[src/rtl/result_tx_pkg.sv]
// Shared constants and FSM state type for the result_tx serial transmitter.
// Define RESULT_TX_PARITY_EN to add an even-parity bit to every frame.
package result_tx_pkg;

    localparam int DATA_BITS = 8;
    localparam logic IDLE_LEVEL = 1'b1;

`ifdef RESULT_TX_PARITY_EN
    localparam int FRAME_BITS = 11;
    typedef enum logic [2:0] {IDLE, START, DATA, PARITY, STOP} state_t;
`else
    localparam int FRAME_BITS = 10;
    typedef enum logic [2:0] {IDLE, START, DATA, STOP} state_t;
`endif

endpackage

[src/rtl/result_fifo.sv]
// Synchronous byte FIFO with wrapping pointers and an occupancy count.
// full/empty are registered and derived from the next occupancy.
module result_fifo #(
    parameter int DEPTH = 4,
    parameter int CNT_W = $clog2(DEPTH + 1)
) (
    input  logic             clk,
    input  logic             reset,
    input  logic             push,
    input  logic [7:0]       wdata,
    input  logic             pop,
    output logic [7:0]       rdata,
    output logic             full,
    output logic             empty,
    output logic [CNT_W-1:0] count
);
    localparam int PTR_W = $clog2(DEPTH);

    logic [7:0]       mem [DEPTH];
    logic [PTR_W-1:0] wr_ptr;
    logic [PTR_W-1:0] rd_ptr;
    logic [CNT_W-1:0] count_next;

    always_comb begin
        count_next = count;
        if (push && !pop) begin
            count_next = count + 1'b1;
        end else if (pop && !push) begin
            count_next = count - 1'b1;
        end
    end

    always_ff @(posedge clk) begin
        if (reset) begin
            wr_ptr <= '0;
            rd_ptr <= '0;
            count  <= '0;
            full   <= 1'b0;
            empty  <= 1'b1;
        end else begin
            if (push) wr_ptr <= wr_ptr + 1'b1;
            if (pop)  rd_ptr <= rd_ptr + 1'b1;
            count <= count_next;
            full  <= (count_next == CNT_W'(DEPTH));
            empty <= (count_next == '0);
        end
    end

    always_ff @(posedge clk) begin
        if (push) mem[wr_ptr] <= wdata;
    end

    // Head of queue is visible combinationally so the FSM can load it on the pop edge.
    assign rdata = mem[rd_ptr];

endmodule

[src/rtl/result_tx.sv]
// Result byte transmitter: queued bytes are sent as start/8 data/stop frames, LSB first.
// Define RESULT_TX_PARITY_EN to insert an even-parity bit after data bit 7.
module result_tx
    import result_tx_pkg::*;
#(
    parameter int CLKS_PER_BIT = 4,
    parameter int FIFO_DEPTH   = 4
) (
    input  logic       clk,
    input  logic       reset,
    input  logic [7:0] data_in,
    input  logic       valid_in,
    output logic       ready_out,
    output logic       tx,
    output logic       busy
);
    localparam int         CNT_W     = $clog2(FIFO_DEPTH + 1);
    localparam logic [7:0] LAST_TICK = 8'(CLKS_PER_BIT - 1);
    localparam logic [2:0] LAST_BIT  = 3'(DATA_BITS - 1);

    state_t           state;
    logic [7:0]       bit_cnt;
    logic [2:0]       bit_idx;
    logic [7:0]       shift_reg;
    logic             fifo_full;
    logic             fifo_empty;
    logic [7:0]       fifo_rdata;
    logic [CNT_W-1:0] fifo_count;
    logic             push;
    logic             pop;
    logic             bit_done;
`ifdef RESULT_TX_PARITY_EN
    logic             parity_bit;
`endif

    result_fifo #(.DEPTH(FIFO_DEPTH)) u_fifo (
        .clk   (clk),
        .reset (reset),
        .push  (push),
        .wdata (data_in),
        .pop   (pop),
        .rdata (fifo_rdata),
        .full  (fifo_full),
        .empty (fifo_empty),
        .count (fifo_count)
    );

    assign ready_out = ~fifo_full;
    assign push      = valid_in & ready_out & ~reset;
    assign bit_done  = (bit_cnt == LAST_TICK);
    // A new frame is loaded from idle, or straight out of the last stop tick.
    assign pop       = ~reset & ~fifo_empty & ((state == IDLE) | ((state == STOP) & bit_done));

    always_ff @(posedge clk) begin
        if (reset) begin
            state      <= IDLE;
            tx         <= IDLE_LEVEL;
            busy       <= 1'b0;
            bit_cnt    <= '0;
            bit_idx    <= '0;
            shift_reg  <= '0;
`ifdef RESULT_TX_PARITY_EN
            parity_bit <= 1'b0;
`endif
        end else if (pop) begin
            state      <= START;
            tx         <= 1'b0;
            busy       <= 1'b1;
            bit_cnt    <= '0;
            bit_idx    <= '0;
            shift_reg  <= fifo_rdata;
`ifdef RESULT_TX_PARITY_EN
            parity_bit <= ^fifo_rdata;
`endif
        end else begin
            case (state)
                IDLE: begin
                    bit_cnt <= '0;
                    busy    <= (fifo_count != '0) | push;
                end
                START: begin
                    if (bit_done) begin
                        bit_cnt <= '0;
                        state   <= DATA;
                        tx      <= shift_reg[0];
                    end else begin
                        bit_cnt <= bit_cnt + 1'b1;
                    end
                end
                DATA: begin
                    if (bit_done) begin
                        bit_cnt <= '0;
                        if (bit_idx == LAST_BIT) begin
`ifdef RESULT_TX_PARITY_EN
                            state <= PARITY;
                            tx    <= parity_bit;
`else
                            state <= STOP;
                            tx    <= IDLE_LEVEL;
`endif
                        end else begin
                            bit_idx   <= bit_idx + 1'b1;
                            shift_reg <= shift_reg >> 1;
                            tx        <= shift_reg[1];
                        end
                    end else begin
                        bit_cnt <= bit_cnt + 1'b1;
                    end
                end
`ifdef RESULT_TX_PARITY_EN
                PARITY: begin
                    if (bit_done) begin
                        bit_cnt <= '0;
                        state   <= STOP;
                        tx      <= IDLE_LEVEL;
                    end else begin
                        bit_cnt <= bit_cnt + 1'b1;
                    end
                end
`endif
                STOP: begin
                    if (bit_done) begin
                        bit_cnt <= '0;
                        state   <= IDLE;
                        busy    <= push;
                    end else begin
                        bit_cnt <= bit_cnt + 1'b1;
                    end
                end
                default: begin
                    state <= IDLE;
                    tx    <= IDLE_LEVEL;
                end
            endcase
        end
    end

endmodule

[config.mk]
export PLATFORM = sky130hd
export DESIGN_NAME = result_tx
export DESIGN_NICKNAME = d
export VERILOG_FILES = /design/src/rtl/result_tx_pkg.sv /design/src/rtl/result_fifo.sv /design/src/rtl/result_tx.sv
export SDC_FILE = /design/constraint.sdc
export NUM_CORES = 1
export LEC_CHECK = 0
export CORE_ASPECT_RATIO = 1.25
export CORE_MARGIN = 1
export CORE_UTILIZATION = 49
export CTS_BUF_LIST = sky130_fd_sc_hd__clkbuf_4
export DETAILED_ROUTE_END_ITERATION = 6
export PLACE_DENSITY = 0.72
export SYNTH_ARGS = -nofsm -noshare
export SYNTH_HDL_FRONTEND = slang
export SYNTH_HIERARCHICAL = 1
export SYNTH_SLANG_ARGS = --single-unit
[constraint.sdc]
create_clock -name clk -period 4.2 [get_ports clk]
set_input_delay 0.84 -clock clk [delete_from_list [all_inputs] [get_ports clk]]
set_output_delay 0.84 -clock clk [all_outputs]
set_load 0.01 [all_outputs]
* Word-level counts from Yosys, hierarchy flattened *
Memories as Yosys holds them, arrays and structs flattened. A register that Yosys moved wholly into a read port is not among the register bits.
Cells that the tools add are included.

word-level totals
  register bits = 33
  RAM bits = 32
  output and inout bits = 3
  logic and storage cells = 94
  memories kept = 1

operators by class
  add/subtract/negate cells = 6
  eq/ne operators = 17
  mux-type cells = 26
  bitwise operators = 12
  reduce and logical (&&, ||, !) cells = 20

memories
  memory      depth  bits a word  rd ports  clocked after Yosys merged registers in  wr ports  line               text
  u_fifo.mem  4      8            1         1                                        1         result_fifo.sv:19  logic [7:0] mem [DEPTH];

operators by type and width
  kind                   number
  $mux W8                5
  $mux W3                6
  $pmux W8 S2            1
  $ne A3 B2 Y1 const B   4
  $pmux W3 S4            1
  $reduce_and A5 Y1      2
  $mux W1                9
  $reduce_and A3 Y1      3
  $add A8 B1 Y8 const B  1
  $eq A8 B2 Y1 const B   1
  $ne A2 B2 Y1 const B   4
  $add A3 B1 Y3 const B  2
  $eq A3 B2 Y1 const B   2
  $eq A3 B3 Y1 const B   2
  $logic_not A3 Y1       2
  $ne A2 B1 Y1 const B   3
  $reduce_bool A2 Y1     3
  $reduce_bool A3 Y1     2
  $and A1 B1 Y1          5
  $not A1 Y1             5
  $add A2 B1 Y2 const B  2
  $mux W2                2
  $reduce_or A2 Y1       2
  $eq A3 B1 Y1 const B   1
  other kinds (8)        11

* Longest topological paths before layout *
  depth after elaboration = 8
  mapped depth = 11
  depth with buffers taken out = 10

* Modules after synthesis *
The synthesis kept the hierarchy.

by module, submodules not included
  module       times used  cells each  area an instance (µm²)  seq. area each (µm²)
  result_fifo  1           103         1714.1                  1181.1
  result_tx    1           144         1201.2                  460.4

* Worst setup path before layout *
Ideal clock, no wire load.

  path type = register to register
  from = register bit_cnt[0]
  to = register u_fifo.empty
  setup time = 0.115 ns
  arrival = 2.082 ns
  data required time = 4.085 ns
  setup slack = 2.004 ns
  cell stages (with the launch flop) = 12
  path buffers = 2
  cell sequence = dfxtp_1 > ha_1 > nor4b_4 > a31oi_1 > nand2b_1 > buf_2 > inv_1 > buf_6 > nor3_2 > a311oi_1 > a21oi_1 > o21a_1

on the way
  longest elaborated chain between the ends = 8
  elaborated cells between the ends (all ways) = 10
  those cells by class = eq/ne (1); mux (2); bitwise (3); reduce/logical (4)

ends and longest elaborated chain
  element                                                  line                                  text
  from (decl)                                              result_tx.sv:22                       logic [7:0] bit_cnt;
  from (signal assigned)                                   result_tx.sv:87                       bit_cnt <= bit_cnt + 1'b1;
  from (signal assigned)                                   result_tx.sv:107                      bit_cnt <= bit_cnt + 1'b1;
  from (signal assigned)                                   result_tx.sv:127                      bit_cnt <= bit_cnt + 1'b1;
  $eq A8 B2 Y1 (*)                                         result_tx.sv:50                       assign bit_done = (bit_cnt == LAST_TICK);
  $and A1 B1 Y1 (*)                                        result_tx.sv:52                       assign pop = ~reset & ~fifo_empty & ((state == IDLE) | ((state == STOP) & bit_done));
  $or A1 B1 Y1 (*)                                         result_tx.sv:52
  $and A1 B1 Y1 (*)                                        result_tx.sv:52
  named net pop                                            result_tx.sv:30                       logic pop;
  $logic_and A1 B1 Y1 or $logic_not A1 Y1 (tied branches)  result_fifo.sv:28, result_fifo.sv:26
  $mux W3 or $logic_and A1 B1 Y1 (tied branches)           result_fifo.sv:28, result_fifo.sv:26
  $mux W3 (*)                                              result_fifo.sv:26                     if (push && !pop) begin
  $logic_not A3 Y1 (*)                                     result_fifo.sv:45                     empty <= (count_next == '0);
  to (signal assigned)                                     result_fifo.sv:45
  to (decl)                                                result_fifo.sv:14                     output logic empty,

The timed path passes the listed nets; every way through them passes the cells marked *.
A chain may end at the register's enable or synchronous reset.

* Worst setup path after layout *
  from = register bit_cnt[0]
  to = register u_fifo.full

on the way
  longest elaborated chain between the ends = 8
  elaborated cells between the ends (all ways) = 10
  those cells by class = eq/ne (2); mux (2); bitwise (3); reduce/logical (3)

ends and longest elaborated chain
  element                                                  line                                  text
  $eq A8 B2 Y1 (*)                                         result_tx.sv:50
  $and A1 B1 Y1 (*)                                        result_tx.sv:52
  $or A1 B1 Y1 (*)                                         result_tx.sv:52
  $and A1 B1 Y1 (*)                                        result_tx.sv:52
  named net pop                                            result_tx.sv:30
  $logic_and A1 B1 Y1 or $logic_not A1 Y1 (tied branches)  result_fifo.sv:28, result_fifo.sv:26
  $mux W3 or $logic_and A1 B1 Y1 (tied branches)           result_fifo.sv:28, result_fifo.sv:26
  $mux W3 (*)                                              result_fifo.sv:26
  $eq A3 B3 Y1 (*)                                         result_fifo.sv:44                     full <= (count_next == CNT_W'(DEPTH));
  to (signal assigned)                                     result_fifo.sv:44
  to (decl)                                                result_fifo.sv:13                     output logic full,

Marks and branches as above.

==> out/qor.txt <==
Status: finished, final reports clean
Ranking of synthesized cells by area: edfxtp_1, dfxtp_1, mux4_2
Warnings, synthesis: 6
TritonCTS Buffers: 9
# H-tree levels: 3
Post-synth top area cell: edfxtp_1
Routability cong.: 0.788
Largest net degree at the start of global routing: 27
Worst slew pin tran: 855 ps
Final ANT Viol Nets: 0
Synth unique cells: 46
Total core area: 5780 um2
Critical Path Sink Type: flop
Io pins: 14
IO Port Bufs: 13
Clock Sinks: 66
Max IR drop VDD: 323 uV
Total negative slack: 0 ps
Fmax: 330 MHz
Most common cell after layout, fill and taps aside: dfxtp_1
Synth-to-Final Area Change: 11.2%
FF-to-FF path depth: 10
Storage cell area: 1640 um2
Max cap viols: 0
Hpwl dp: 3.35 mm
Worst-Skew Late Latency: 400 ps
Fin. Hold Viols: 0
Row count: 31
Starting Density: 50.4%
Seq/Total Area, Yosys: 56.3%
Critical path class: reg -> reg
NetSw: 0.381 mW
Final setup viols: 0
CP Cell Sequence: ha_1 > nor4b_4 > a31oi_1 > nand2b_1 > inv_1 > nand3b_1 > o21a_1 > mux2i_1 > inv_1 > and2_1
Crit path time final: 3030 ps
Synth Flop Type: dfxtp_1
Total number of vias: 1,874
Crit path required time: 4490 ps
Synth Area per Inst: 11.8 um2
Clock tree buffer depth: 2
Switching part of the total: 26.2%
Clock tree from TritonCTS: done
First-pass detailed-route iteration total: 6
First-pass GRT wire length: 7.98 mm
Routed WL: 4.88 mm
Vias per cell: 5.64
Number of flip-flops in the largest register: 32
Clock power share: 32.1%
Met1 Track Usage GR: 20.9%
DP Area: 3080 um2
DRC Markers: 0
Area occupied by multi-input gates: 1170 um2
Flop pwr share: 52.4%
Slowest library cell on the worst path: nand2b_1
Startpoint Class: flop
Net Count, Synth: 271
CTS root buffer: clkbuf_4
Final critical-path share of the clock period: 72.1%
GRT met2 Usage: 28.5%
Arr. time, crit path: 3310 ps
Congestion Overflow GR: 0
Initial antenna violation count: 0
Met3 usage: 3.42%
Overall routing resource usage: 17.2%
Syn Inst Count: 247
Final instance area: 3240 um2
Cell repeated most along the worst path: inv_1
Clk_skew: 18.0 ps
Power Dens Cells: 449 nW/um2
Crit Path Max Fanout: 12
Synth async-reset ratio: 0%
Post-CTS Setup Bufs: 0
Die Wd: 71.0 um
Die ar.: 6260 um2
Combinational share of power: 15.6%
Number of enable flip-flop cells after synthesis: 32
Clk slew on worst S/H paths: 120 ps
Yosys reg bits: 66
RSZ-0062 raised after global routing: no
Number of DRC markers in iteration 0: 97
Post-layout net count: 285
Ratio of cells with drive above 1 in the final layout: 11.7%
Leakage power: 1.13 nW
P_int: 1.07 mW
Hold path depth: 2
Most used routing layer: met2
ANT cells: 0
Filler cells: 480
Final Max Tran Viols: 0
Vias in the first global route: 1,740
Max-Slew Margin vs Limit: 42.8%
Yosys top cell area share: 33.0%
Post-CTS Hold Buffers: 0
Mapped cell area: 2920 um2
CP max stage delay: 410 ps
Die H: 88.2 um
CTS resizes: 0
Hold Crit Class: reg -> reg
Commonest cells after routing, fill and taps aside: dfxtp_1, edfxtp_1, nand2_1
Post-DR wirelength/cell: 14.7 um
-- cells in the mapped netlist, drive strengths merged, types with 2 or more instances --
master   n
o21bai   2
mux4     8
xor2     7
clkbuf   4
a211oi   2
dfxtp   34
and3     2
nor2b    2
inv     12
a31oi    6
a311oi   8
nand3    6
nor3    11
o21a     2
o21ai    5
a21oi    7
nand2   23
nor3b    2
nor2    21
mux2i    2
nand3b   2
and2     7
xnor2    4
edfxtp  32
ha      13
buf      8
-- path summary, 6_finish.rpt --
path,slack [ps],to,startpoint
worst max register to register,1170,u_fifo/full,bit_cnt[0]
worst max-delay path,1170,u_fifo/full,bit_cnt[0]
worst min register to register,480,bit_idx[2],bit_idx[2]
worst min-delay path,480,bit_idx[2],bit_idx[2]
-- metrics by stage --
step	power [mW]	util [%]	instances	hold WS, ps	setup WS, ps
after floorplan	0.943	-	247	436	2000
after global placement	0.999	53.3	316	442	1160
after detailed placement	1.00	53.3	316	463	1070
after CTS	1.47	56.1	332	480	1170
after global routing	1.53	56.1	332	499	910
final	1.46	56.1	332	476	1170
-- critical path, delay by kind of cell, from the launching register on --
family          cells  cell delay (ps)
simple gates        4             1090
compound gates      2              530
buf+inv             2              430
flops               1              400
fa+ha+maj           1              250
mux                 1              230
-- layout make-up --
type / instances / share of cell area, %
clock buffer: 9 / 2.08
tap: 66 / 2.55
timing repair buffer: 15 / 4.48
clock inverter: 7 / 2.89
inverter: 12 / 1.39
multi-input combinational: 157 / 36.0
sequential: 66 / 50.6
-- cell families (layout without fill, tap and decap cells) --
logic type	after synthesis	in the layout	share of synthesized area [%]
multiplexers	11	11	7.25
XOR/XNOR	11	11	3.30
buffers and inverters	24	43	3.69
adder cells (fa/ha/maj)	13	13	5.58
AO/OA/AOI/OAI	37	37	8.71
AND/OR/NAND/NOR	85	85	15.2
flip-flops	66	66	56.3
-- routing by layer --
layer	part of all wire, %	vias to the layer above	wire length, um
met5	0	-	0
met4	1.1	0	53
met3	3.6	6	174
met2	52	47	2530
met1	44	897	2130
li1	-	924	-
-- power by group through the flow --
stage,sequential (mW),clock (mW),combinational (mW)
2_1_floorplan,0.761,0,0.181
3_3_place_gp,0.776,0,0.223
3_5_place_dp,0.777,0,0.226
4_1_cts,0.763,0.479,0.227
5_1_grt,0.770,0.506,0.252
6_report,0.762,0.467,0.227
(Power assumes the default switching activity.)
